==> config.mk <==
export PLATFORM = sky130hd
export DESIGN_NAME = fir_sym_mc
export DESIGN_NICKNAME = d
export VERILOG_FILES = /design/src/rtl/fir_sym_mc.sv
export SDC_FILE = /design/constraint.sdc
export NUM_CORES = 1
export LEC_CHECK = 0
export CAP_MARGIN = 0
export CORE_MARGIN = 2
export CORE_UTILIZATION = 38
export DETAILED_ROUTE_END_ITERATION = 8
export RECOVER_POWER = 25
export SYNTH_ARGS = -nofsm -noshare
export SYNTH_HDL_FRONTEND = slang
export SYNTH_SLANG_ARGS = --single-unit
==> constraint.sdc <==
create_clock -name Clk -period 16.5 [get_ports Clk]
set_clock_uncertainty 0.2 [all_clocks]
set_input_delay 3.3 -clock Clk [delete_from_list [all_inputs] [get_ports Clk]]
set_output_delay 3.3 -clock Clk [all_outputs]
set_load 0.05 [all_outputs]
==> src/rtl/fir_sym_mc.sv <==
// Multi-channel symmetric FIR. Per-channel delay lines feed one shared pre-add/MAC
// datapath, with round-half-up, saturation and an optional per-channel decimate-by-2.
module fir_sym_mc #(
  parameter int DW = 10,
  parameter int CW = 10,
  parameter int FW = 7,
  parameter int CH = 2,
  parameter int SL = 7,
  localparam int FN  = (FW + 1) / 2,
  localparam int CHW = (CH > 1) ? $clog2(CH) : 1
) (
  input  logic                 Clk,
  input  logic                 Rstn,
  input  logic                 Clear,
  input  logic signed [DW-1:0] DataIn,
  input  logic [CHW-1:0]       DataInCh,
  input  logic                 DataInVld,
  output logic                 DataInRdy,
  input  logic                 DecEn,
  input  logic [CH*FN*CW-1:0]  Coeff,
  output logic signed [DW-1:0] DataOut,
  output logic [CHW-1:0]       DataOutCh,
  output logic                 DataOutVld
);
  localparam int KW = (FN > 1) ? $clog2(FN) : 1;
  localparam int AW = DW + CW + $clog2(FN) + 2;
  localparam int PW = DW + CW + 1;
  localparam logic signed [AW-1:0] RND     = AW'(1) << (SL - 1);
  localparam logic signed [AW-1:0] SAT_MAX = AW'((1 << (DW - 1)) - 1);
  localparam logic signed [AW-1:0] SAT_MIN = ~SAT_MAX;

  typedef enum logic [1:0] {IDLE, MAC, OUT} state_t;

  state_t               r_state, w_next;
  logic signed [DW-1:0] r_dly [CH][FW];
  logic [CH-1:0]        r_ph;
  logic [CHW-1:0]       r_ch;
  logic [KW-1:0]        r_k;
  logic signed [AW-1:0] r_acc;

  logic                 w_flush, w_accept, w_chOk, w_trig, w_lastTap;
  logic [31:0]          w_chExt;
  logic signed [DW-1:0] w_lo, w_hi;
  logic signed [DW:0]   w_pre;
  logic signed [CW-1:0] w_coef;
  logic signed [PW-1:0] w_prod;
  logic signed [AW-1:0] w_rnd;
  logic signed [DW-1:0] w_sat;

  assign w_flush   = !Rstn || Clear;
  assign DataInRdy = (r_state == IDLE) && !Clear && Rstn;
  assign w_accept  = DataInVld && DataInRdy;
  assign w_chExt   = 32'(DataInCh);
  assign w_chOk    = w_chExt < 32'(CH);
  // With decimation on, only the second sample of each pair per channel computes.
  assign w_trig    = w_accept && w_chOk && (!DecEn || r_ph[DataInCh]);
  assign w_lastTap = (r_k == KW'(FN - 1));

  always_ff @(posedge Clk) begin
    if (w_flush) r_state <= IDLE;
    else         r_state <= w_next;
  end

  always_comb begin
    w_next = r_state;
    case (r_state)
      IDLE:    if (w_trig) w_next = MAC;
      MAC:     if (w_lastTap) w_next = OUT;
      OUT:     w_next = IDLE;
      default: w_next = IDLE;
    endcase
  end

  // Tap k pairs d[k] with its mirror d[FW-1-k]; the centre tap stands alone.
  always_comb begin : macTerm
    int tapLo;
    tapLo  = int'(r_k);
    w_lo   = r_dly[r_ch][tapLo];
    w_hi   = r_dly[r_ch][FW - 1 - tapLo];
    w_coef = $signed(Coeff[(int'(r_ch) * FN + tapLo) * CW +: CW]);
    if (w_lastTap) w_pre = {w_lo[DW-1], w_lo};
    else           w_pre = {w_lo[DW-1], w_lo} + {w_hi[DW-1], w_hi};
    w_prod = PW'(w_coef) * PW'(w_pre);
  end

  always_comb begin
    w_rnd = (r_acc + RND) >>> SL;
    if (w_rnd > SAT_MAX)      w_sat = SAT_MAX[DW-1:0];
    else if (w_rnd < SAT_MIN) w_sat = SAT_MIN[DW-1:0];
    else                      w_sat = w_rnd[DW-1:0];
  end

  always_ff @(posedge Clk) begin
    if (w_flush) begin
      for (int c = 0; c < CH; c++)
        for (int i = 0; i < FW; i++) r_dly[c][i] <= '0;
      r_ph       <= '0;
      r_ch       <= '0;
      r_k        <= '0;
      r_acc      <= '0;
      DataOut    <= '0;
      DataOutCh  <= '0;
      DataOutVld <= 1'b0;
    end else begin
      DataOutVld <= 1'b0;
      if (w_accept && w_chOk) begin
        for (int c = 0; c < CH; c++) begin
          if (DataInCh == CHW'(c)) begin
            r_dly[c][0] <= DataIn;
            for (int i = 1; i < FW; i++) r_dly[c][i] <= r_dly[c][i-1];
            r_ph[c] <= ~r_ph[c];
          end
        end
        r_ch  <= DataInCh;
        r_k   <= '0;
        r_acc <= '0;
      end
      if (r_state == MAC) begin
        r_acc <= r_acc + AW'(w_prod);
        r_k   <= r_k + KW'(1);
      end
      if (r_state == OUT) begin
        DataOut    <= w_sat;
        DataOutCh  <= r_ch;
        DataOutVld <= 1'b1;
      end
    end
  end
endmodule

## After elaboration in Yosys (flattened, before gate mapping)

Memory sizes are Yosys's and may differ from the RTL's. A register that Yosys moved wholly into a read port is not among the register bits.
Index checks and enable logic that the tools add are counted.

| storage, ports and cells | value |
|---|---|
| latch bits | 0 |
| ROM bits | 0 |
| output and inout port bits | 13 |
| memories kept | 1 |
| bits in writable memories | 140 |
| input bits | 96 |
| register bits | 43 |
| word-level logic and storage cells | 109 |

Memory list:

| memory | depth | width | read ports | clocked after Yosys merged registers in | wr ports | RTL line | source |
|---|---|---|---|---|---|---|---|
| r_dly | 2 | 70 | 3 | 1 | 2 | 35 | `logic signed [DW-1:0] r_dly [CH][FW];` |

| cells by class | value |
|---|---|
| bitwise logic cells | 19 |
| muxes and demuxes | 45 |
| $lt $le $gt $ge | 6 |
| divide/modulo/power cells | 0 |
| shift-type cells | 1 |
| reductions and logical operators | 15 |
| equality and inequality tests | 5 |
| multiply operators | 2 |
| add/subtract/negate cells | 6 |

Operators by type and width:

| kind | count |
|---|---|
| two-way mux 10 bit | 20 |
| indexed part select 80 x 9 -> 10 bit | 1 |
| >= comparator 32 x 4 -> 1 bit (second input constant) | 2 |
| binary-select mux 10 bit (select 3 bit) | 2 |
| two-way mux 24 bit | 2 |
| NOT 2 -> 32 bit | 1 |
| NOT 32 bit | 1 |
| adder 24 x 21 -> 24 bit | 1 |
| adder 24 x 8 -> 24 bit (second input constant) | 1 |
| multiplier 10 x 11 -> 21 bit | 1 |
| greater-than comparator 17 x 10 -> 1 bit (second input constant) | 1 |
| < comparator 17 x 10 -> 1 bit (second input constant) | 1 |
| two-way mux 1 bit | 15 |
| OR 1 bit | 14 |
| adder 10 x 10 -> 11 bit | 1 |
| two-way mux 11 bit | 1 |
| two-way mux 2 bit | 4 |
| multiplier 4 x 3 -> 7 bit (second input constant) | 1 |
| AND reduction 2 bit | 3 |
| logical AND 1 bit | 5 |
| adder 3 x 2 -> 4 bit | 1 |
| == test 2 bit (second input constant) | 2 |
| < comparator 1 x 2 -> 1 bit (second input constant) | 2 |
| != test 2 bit (second input constant) | 2 |
| other kinds (9) | 14 |

## Longest topological paths before layout

Gate-level depths: netlist of the first run.

| depth | value |
|---|---|
| word-level depth | 10 |
| mapped depth | 34 |
| mapped depth without buffers | 30 |

## Least setup slack after synthesis of the first run

OpenSTA, ideal clock, no wires.

| path | value |
|---|---|
| kind | input to register |
| start point | input port Clear |
| end point | memory r_dly[0][0] in the netlist's numbering, enable pin |
| setup slack | 6.353 ns |
| cell stages on the path | 6 |
| path buffers | 2 |
| required time | 15.703 ns |
| library setup time | 0.597 ns |
| arrival time | 9.350 ns |
| path through | nand2b_1 > buf_6 > nor3_1 > nand2_1 > clkbuf_1 > o21ai_0 |

RTL lines:

| what | RTL line | source |
|---|---|---|
| start, declared | 14 | `input logic Clear,` |
| end, declared | 35 |  |

## Final worst setup path of the first run

| path | value |
|---|---|
| start point | input port Clear |
| end point | output port DataInRdy |

| between the ends | value |
|---|---|
| word-level cells in the longest chain between the ends | 3 |

Ends and longest elaborated chain:

| what | RTL line | source |
|---|---|---|
| logical NOT 1 bit | 51 | `assign DataInRdy = (r_state == IDLE) && !Clear && Rstn;` |
| logical AND 1 bit (2 in a row) | 51 |  |
| end, declared | 18 | `output logic DataInRdy,` |

Every way passes these cells.

==> results of run 1 <==
## state kept, by name, indices dropped and copies added, names as in the netlist, named ones only
signal      cells
r_ph            2
r_k             2
DataOut        10
r_state         2
r_ch            1
r_dly         140
DataOutCh       1
r_acc          24
DataOutVld      1
## final timing paths
kind,startpoint,to,slack [ps],depth (start not counted)
worst max-delay path,Clear,DataInRdy,4820,6
worst min-delay path,DataOut[0],DataOut[0],270,2
worst max register to register,flip-flop,r_acc[22],6740,30
worst min register to register,DataOut[0],DataOut[0],270,2
## critical path, stage by stage
cell and delay [ps]:
dlygate4sd3_1 540, nand2b_1 140, clkbuf_1 550, nor3_1 380
clkbuf_1 2060, clkdlybuf4s50_1 1150
## cell usage after synthesis, drive strengths merged (21+ instances only)
cell type and number:
a21oi 52, and3 137, buf 21, clkbuf 58
dfxtp 44, edfxtp 140, fa 132, ha 74
inv 187, mux2 21, mux2i 25, mux4 50
nand2 114, nand3 36, nor2 68, nor2b 22
o21ai 42
## area by class of cell
class	instances	area [sq um]	area share (%)
clock buffers	19	433	2.52
clock inverters	13	150	0.874
inverters	188	706	4.11
multi-input cells	959	8960	52.1
flip-flops and latches	184	5090	29.6
well taps	518	648	3.77
repair buffers	126	1200	6.97
## power by group through the flow
| stage | Clock (mW) | Combinational [mW] | Sequential [mW] |
|---|---|---|---|
| floorplan | 0 | 2.15 | 0.560 |
| global placement | 0 | 2.67 | 0.578 |
| detailed placement | 0 | 2.71 | 0.579 |
| CTS | 0.430 | 2.74 | 0.569 |
| global route | 0.447 | 3.15 | 0.574 |
| finish | 0.421 | 2.72 | 0.569 |
## metal layers
layer	global-route usage (%)	vias up
li1	-	5050
met1	26.6	5604
met2	31.8	311
met3	2.96	26
met4	4.41	0
met5	0	-
## cell families after synthesis
kind of cell / synth area share (%)
adder cells (fa/ha/maj): 23.7
flip-flops: 33.7
AO/OA/AOI/OAI: 7.53
XOR/XNOR: 2.15
multiplexers: 10.7
buffers and inverters: 6.95
AND/OR/NAND/NOR: 15.3
## layout by cell type, fill, tap and decap left out, types with 41 or more instances in the layout
cell             Yosys  final
nand2_1            114    113
mux4_2              50     50
inv_1              187    187
edfxtp_1           140    140
and3_1             136    136
a21oi_1             51     51
dfxtp_1             44     41
ha_1                74     74
clkdlybuf4s50_1      0     94
nor2_1              68     68
fa_1               132    132
==> summary.txt, run 1 <==
global route total overflow: 0
P&R area growth vs syn: 14.0%
mean area per synthesized cell: 10.7 sq um
met3 wire len: 2420 um
CP Class: input pin to output port
total wire length: 38200 um
Area after DPL: 16600 sq um
global-route wire length before repair: 62600 um
failing checks: max-capacitance violations, max-slew violations
crit start category: input pin
PortBufs: 108
Die Y: 203 um
top sig layer: met4
CP Max Fanout: 73
Fmax achieved: 85.6 MHz
RSZ-0062 raised after global routing: no
CTS buffer count: 17
dpl ws: 6060 ps
final setup margin: 4820 ps
Initial Util: 38.8%
met2 wire length: 18300 um
dominant synthesized flop cell: edfxtp_1
Max Buffers Root-to-Sink: 2
status: complete, but fails checks
root buffer cell: clkbuf_16
Mapped Cells: 1410
initial antenna violation count: 0
worst min path class: flip-flop to flip-flop
NetSw: 1.83 mW
power consumption: 3.71 mW
final hold violations: 0
Total GRT Usage: 19.2%
syn nets: 1712
routability cong.: 0.938
Post-synth EDFFs: 140
drt first-iter violations: 962
Finished Cell Area: 17200 sq um
DIE WIDTH: 203 um
largest net degree at the start of global routing: 76
post-layout util: 44.2%
Site Rows: 72
Post-Syn Area: 15100 sq um
Arr. time, crit path: 8180 ps
I/O pin cnt: 109
Power Internal: 1.88 mW
dpl hpwl: 27300 um
leakage power: 7.49 nW
Wirelength per Cell: 19.0 um
via count: 11000
diode count: 0
Min Hold Slack: 267 ps
Slew headroom: -91.9%
cell taking the most area after synthesis: edfxtp_1
Core Region: 38900 sq um
H-tree levels: 4
Netlist cell types: 64
pwr/cell area: 216 nW/um^2
die area: 41300 sq um
Clock power frac: 11.3%
drt pass-1 iters: 6
CTS tree: done
Slew @ Worst Pin: 2880 ps
Seq pwr share: 15.3%
Post-DRT Antenna Nets: 0
Nets: 1778
Filler cells: 3678
Yosys top cell area share: 27.9%
Net Sw Frac: 49.3%
vias in the first global route: 11500
Hold Buf Count CTS: 0
post-layout min period: 11680 ps
Ys Warns: 0
DRC: 0
synthesis-stage register bit count: 184
critical path capture point type: output port
fin cells: 2007
Met1 Wirelength: 17000 um
post-cts resize count: 0
placed cells: 1975
layout cell share with drive strength beyond 1: 9.00%
cells taking the most area after synthesis: edfxtp_1, fa_1, mux4_2, ha_1, dfxtp_1
final setup TNS: 0 ps
sequential fraction of the synthesis area: 33.7%
Async S/R FF share, synth: 0%
maxcap violations: 1
Post-CTS Setup Inserts: 0
clk sinks: 184
Vias/cell: 5.48
worst-skew pair later-pin latency: 440 ps
Slew Limit Fails: 74
Setup violations, final: 0
Logic pwr share: 73.3%
final worst path period share: 70.8%
Worst EP required: 13000 ps
clock-pin transition on the worst setup and hold timing paths: 70 ps
Worst VDD drop: 272 uV
Power figures use the tool's default switching activity.
==> run 2: changes to the inputs <==
Clock period 16.5 ns to 11.94 ns, I/O delays scaled along.
==> run 2 against run 1 <==
Effect of this change:
- the flow still finishes with violations (max-capacitance violations, max-slew violations)
- global-route usage down 0.10 points
- wire length is 2.9% lower
- via count down 0.28%
- total power increased by 38%
- non-clock buffer count rose by 3
- critical path type unchanged
==> summary.txt, run 2 (synthesized netlist as in run 1, its figures left out) <==
largest net degree at the start of global routing: 76
final setup margin: 2140 ps
routability cong.: 0.859
DIE WIDTH: 203 um
Reg with most FFs: r_dly
Area after DPL: 16600 sq um
Setup violations, final: 0
clk sinks: 184
crit start category: input pin
failing checks: max-capacitance violations, max-slew violations
PortBufs: 108
CTS buffer count: 17
M2 GR Usage: 30.6%
dpl hpwl: 26600 um
CTS tree: done
CP Class: input pin to output port
Largest regs: r_dly (140), r_acc (24), DataOut (10)
Slew @ Worst Pin: 2870 ps
Nets: 1781
met3 Use GR: 3.90%
status: complete, but fails checks
Arr. time, crit path: 7210 ps
GRT busiest layer: met2
commonest non-fill, non-tap cell in the layout: inv_1
critical path capture point type: output port
global route total overflow: 0
Slew Limit Fails: 102
global-route wire length before repair: 62100 um
Worst VDD drop: 403 uV
worst r2r src: r_k[0]
post-cts resize count: 0
flop-to-flop setup slack: 2340 ps
H-tree levels: 4
post-layout min period: 9800 ps
initial antenna violation count: 0
cells along the critical path: dlygate4sd3_1 -> nand2b_1 -> clkbuf_1 -> nor3_2 -> clkbuf_1 -> clkdlybuf4s50_1
Fmax achieved: 102 MHz
worst r2r dst: r_acc[20]
most frequent cells in the layout: inv_1, edfxtp_1, and3_1
Max Buffers Root-to-Sink: 2
clock-pin transition on the worst setup and hold timing paths: 70 ps
HP Start: DataOut[8]
DRC: 0
Slowest-stage cell, CP: clkbuf_1
post-layout util: 44.2%
WHS Endpoint: DataOut[8]
Core Region: 38900 sq um
Die Y: 203 um
max reg flops: 140
Wirelength per Cell: 18.5 um
Finished Cell Area: 17200 sq um
final worst path period share: 82.1%
Critical Path Max Stage Delay: 2050 ps
P&R area growth vs syn: 14.2%
Site Rows: 72
Total GRT Usage: 19.1%
RSZ-0062 raised after global routing: no
Post-DRT Antenna Nets: 0
diode count: 0
vias in the first global route: 11500
worst-case reg-to-reg path depth: 28
final setup TNS: 0 ps
Post-CTS Setup Inserts: 0
layout cell share with drive strength beyond 1: 9.25%
worst-skew pair later-pin latency: 460 ps
worst min path class: flip-flop to flip-flop
pwr/cell area: 297 nW/um^2
leakage power: 7.48 nW
maxcap violations: 2
die area: 41300 sq um
GRT met1 Usage: 26.8%
Slew headroom: -91.5%
Min Hold Slack: 272 ps
Hold Buf Count CTS: 0
root buffer cell: clkbuf_16
CP dominant cell by count: clkbuf_1
dpl ws: 2540 ps
final hold violations: 0
drt first-iter violations: 927
Worst EP required: 9350 ps
drt pass-1 iters: 5
Vias/cell: 5.45
I/O pin cnt: 109
via count: 11000
total wire length: 37100 um
CP Max Fanout: 73
Initial Util: 38.8%
hold-critical path depth: 2
run 2: cell count changes in the layout (fill, tap and decap cells not counted), sizes merged:
cell / change
clkinvlp: -1
inv: -1
clkinv: +3
dlygate4sd3: -9
clkbuf: -1
clkdlybuf4s50: +9
buf: +3
run 2: cell type report:
cell class	instances	area [sq um]
clock inverters	14	158
clock buffers	18	429
multi-input cells	959	8970
flip-flops and latches	184	5090
well taps	518	648
inverters	188	706
repair buffers	129	1220
fillers	3693	21700
run 2: per-stage QoR:
| stage | power, mW | std cells |
|---|---|---|
| 3_5_place_dp | 4.52 | 1977 |
| 3_3_place_gp | 4.49 | 1977 |
| 4_1_cts | 5.12 | 2009 |
| 5_1_grt | 5.79 | 2010 |
| 2_1_floorplan | 3.75 | 1410 |
| 6_report | 5.12 | 2010 |
run 2: power breakdown:
part / switching, mW / total [mW] / internal [mW]
logic: 2.19 / 3.75 / 1.56
registers: 0.0539 / 0.788 / 0.734
clock network: 0.281 / 0.579 / 0.297
total: 2.53 / 5.12 / 2.59
run 2: critical path, delay by kind of cell:
family / cells / cell delay, ps
buf+inv: 4 / 4330
simple gates: 2 / 450
run 2: how the worst max path moves through the flow:
| stage | from | end | slack [ps] | cells past startpoint |
|---|---|---|---|---|
| after floorplan | Clear | r_dly[0][0] | 2700 | 6 |
| after global placement | r_k[1] | r_acc[22] | 2620 | 28 |
| after detailed placement | flip-flop | r_acc[22] | 2540 | 30 |
| after CTS | flip-flop | r_acc[20] | 2410 | 30 |
| after global routing | flip-flop | r_acc[22] | 1680 | 30 |
| final | Clear | DataInRdy | 2140 | 6 |
run 2: routing by layer:
| metal | share of wire [%] | routed length, um |
|---|---|---|
| met1 | 46 | 17000 |
| met4 | 1.0 | 375 |
| met2 | 46 | 17100 |
| met5 | 0 | 0 |
| met3 | 7.1 | 2620 |
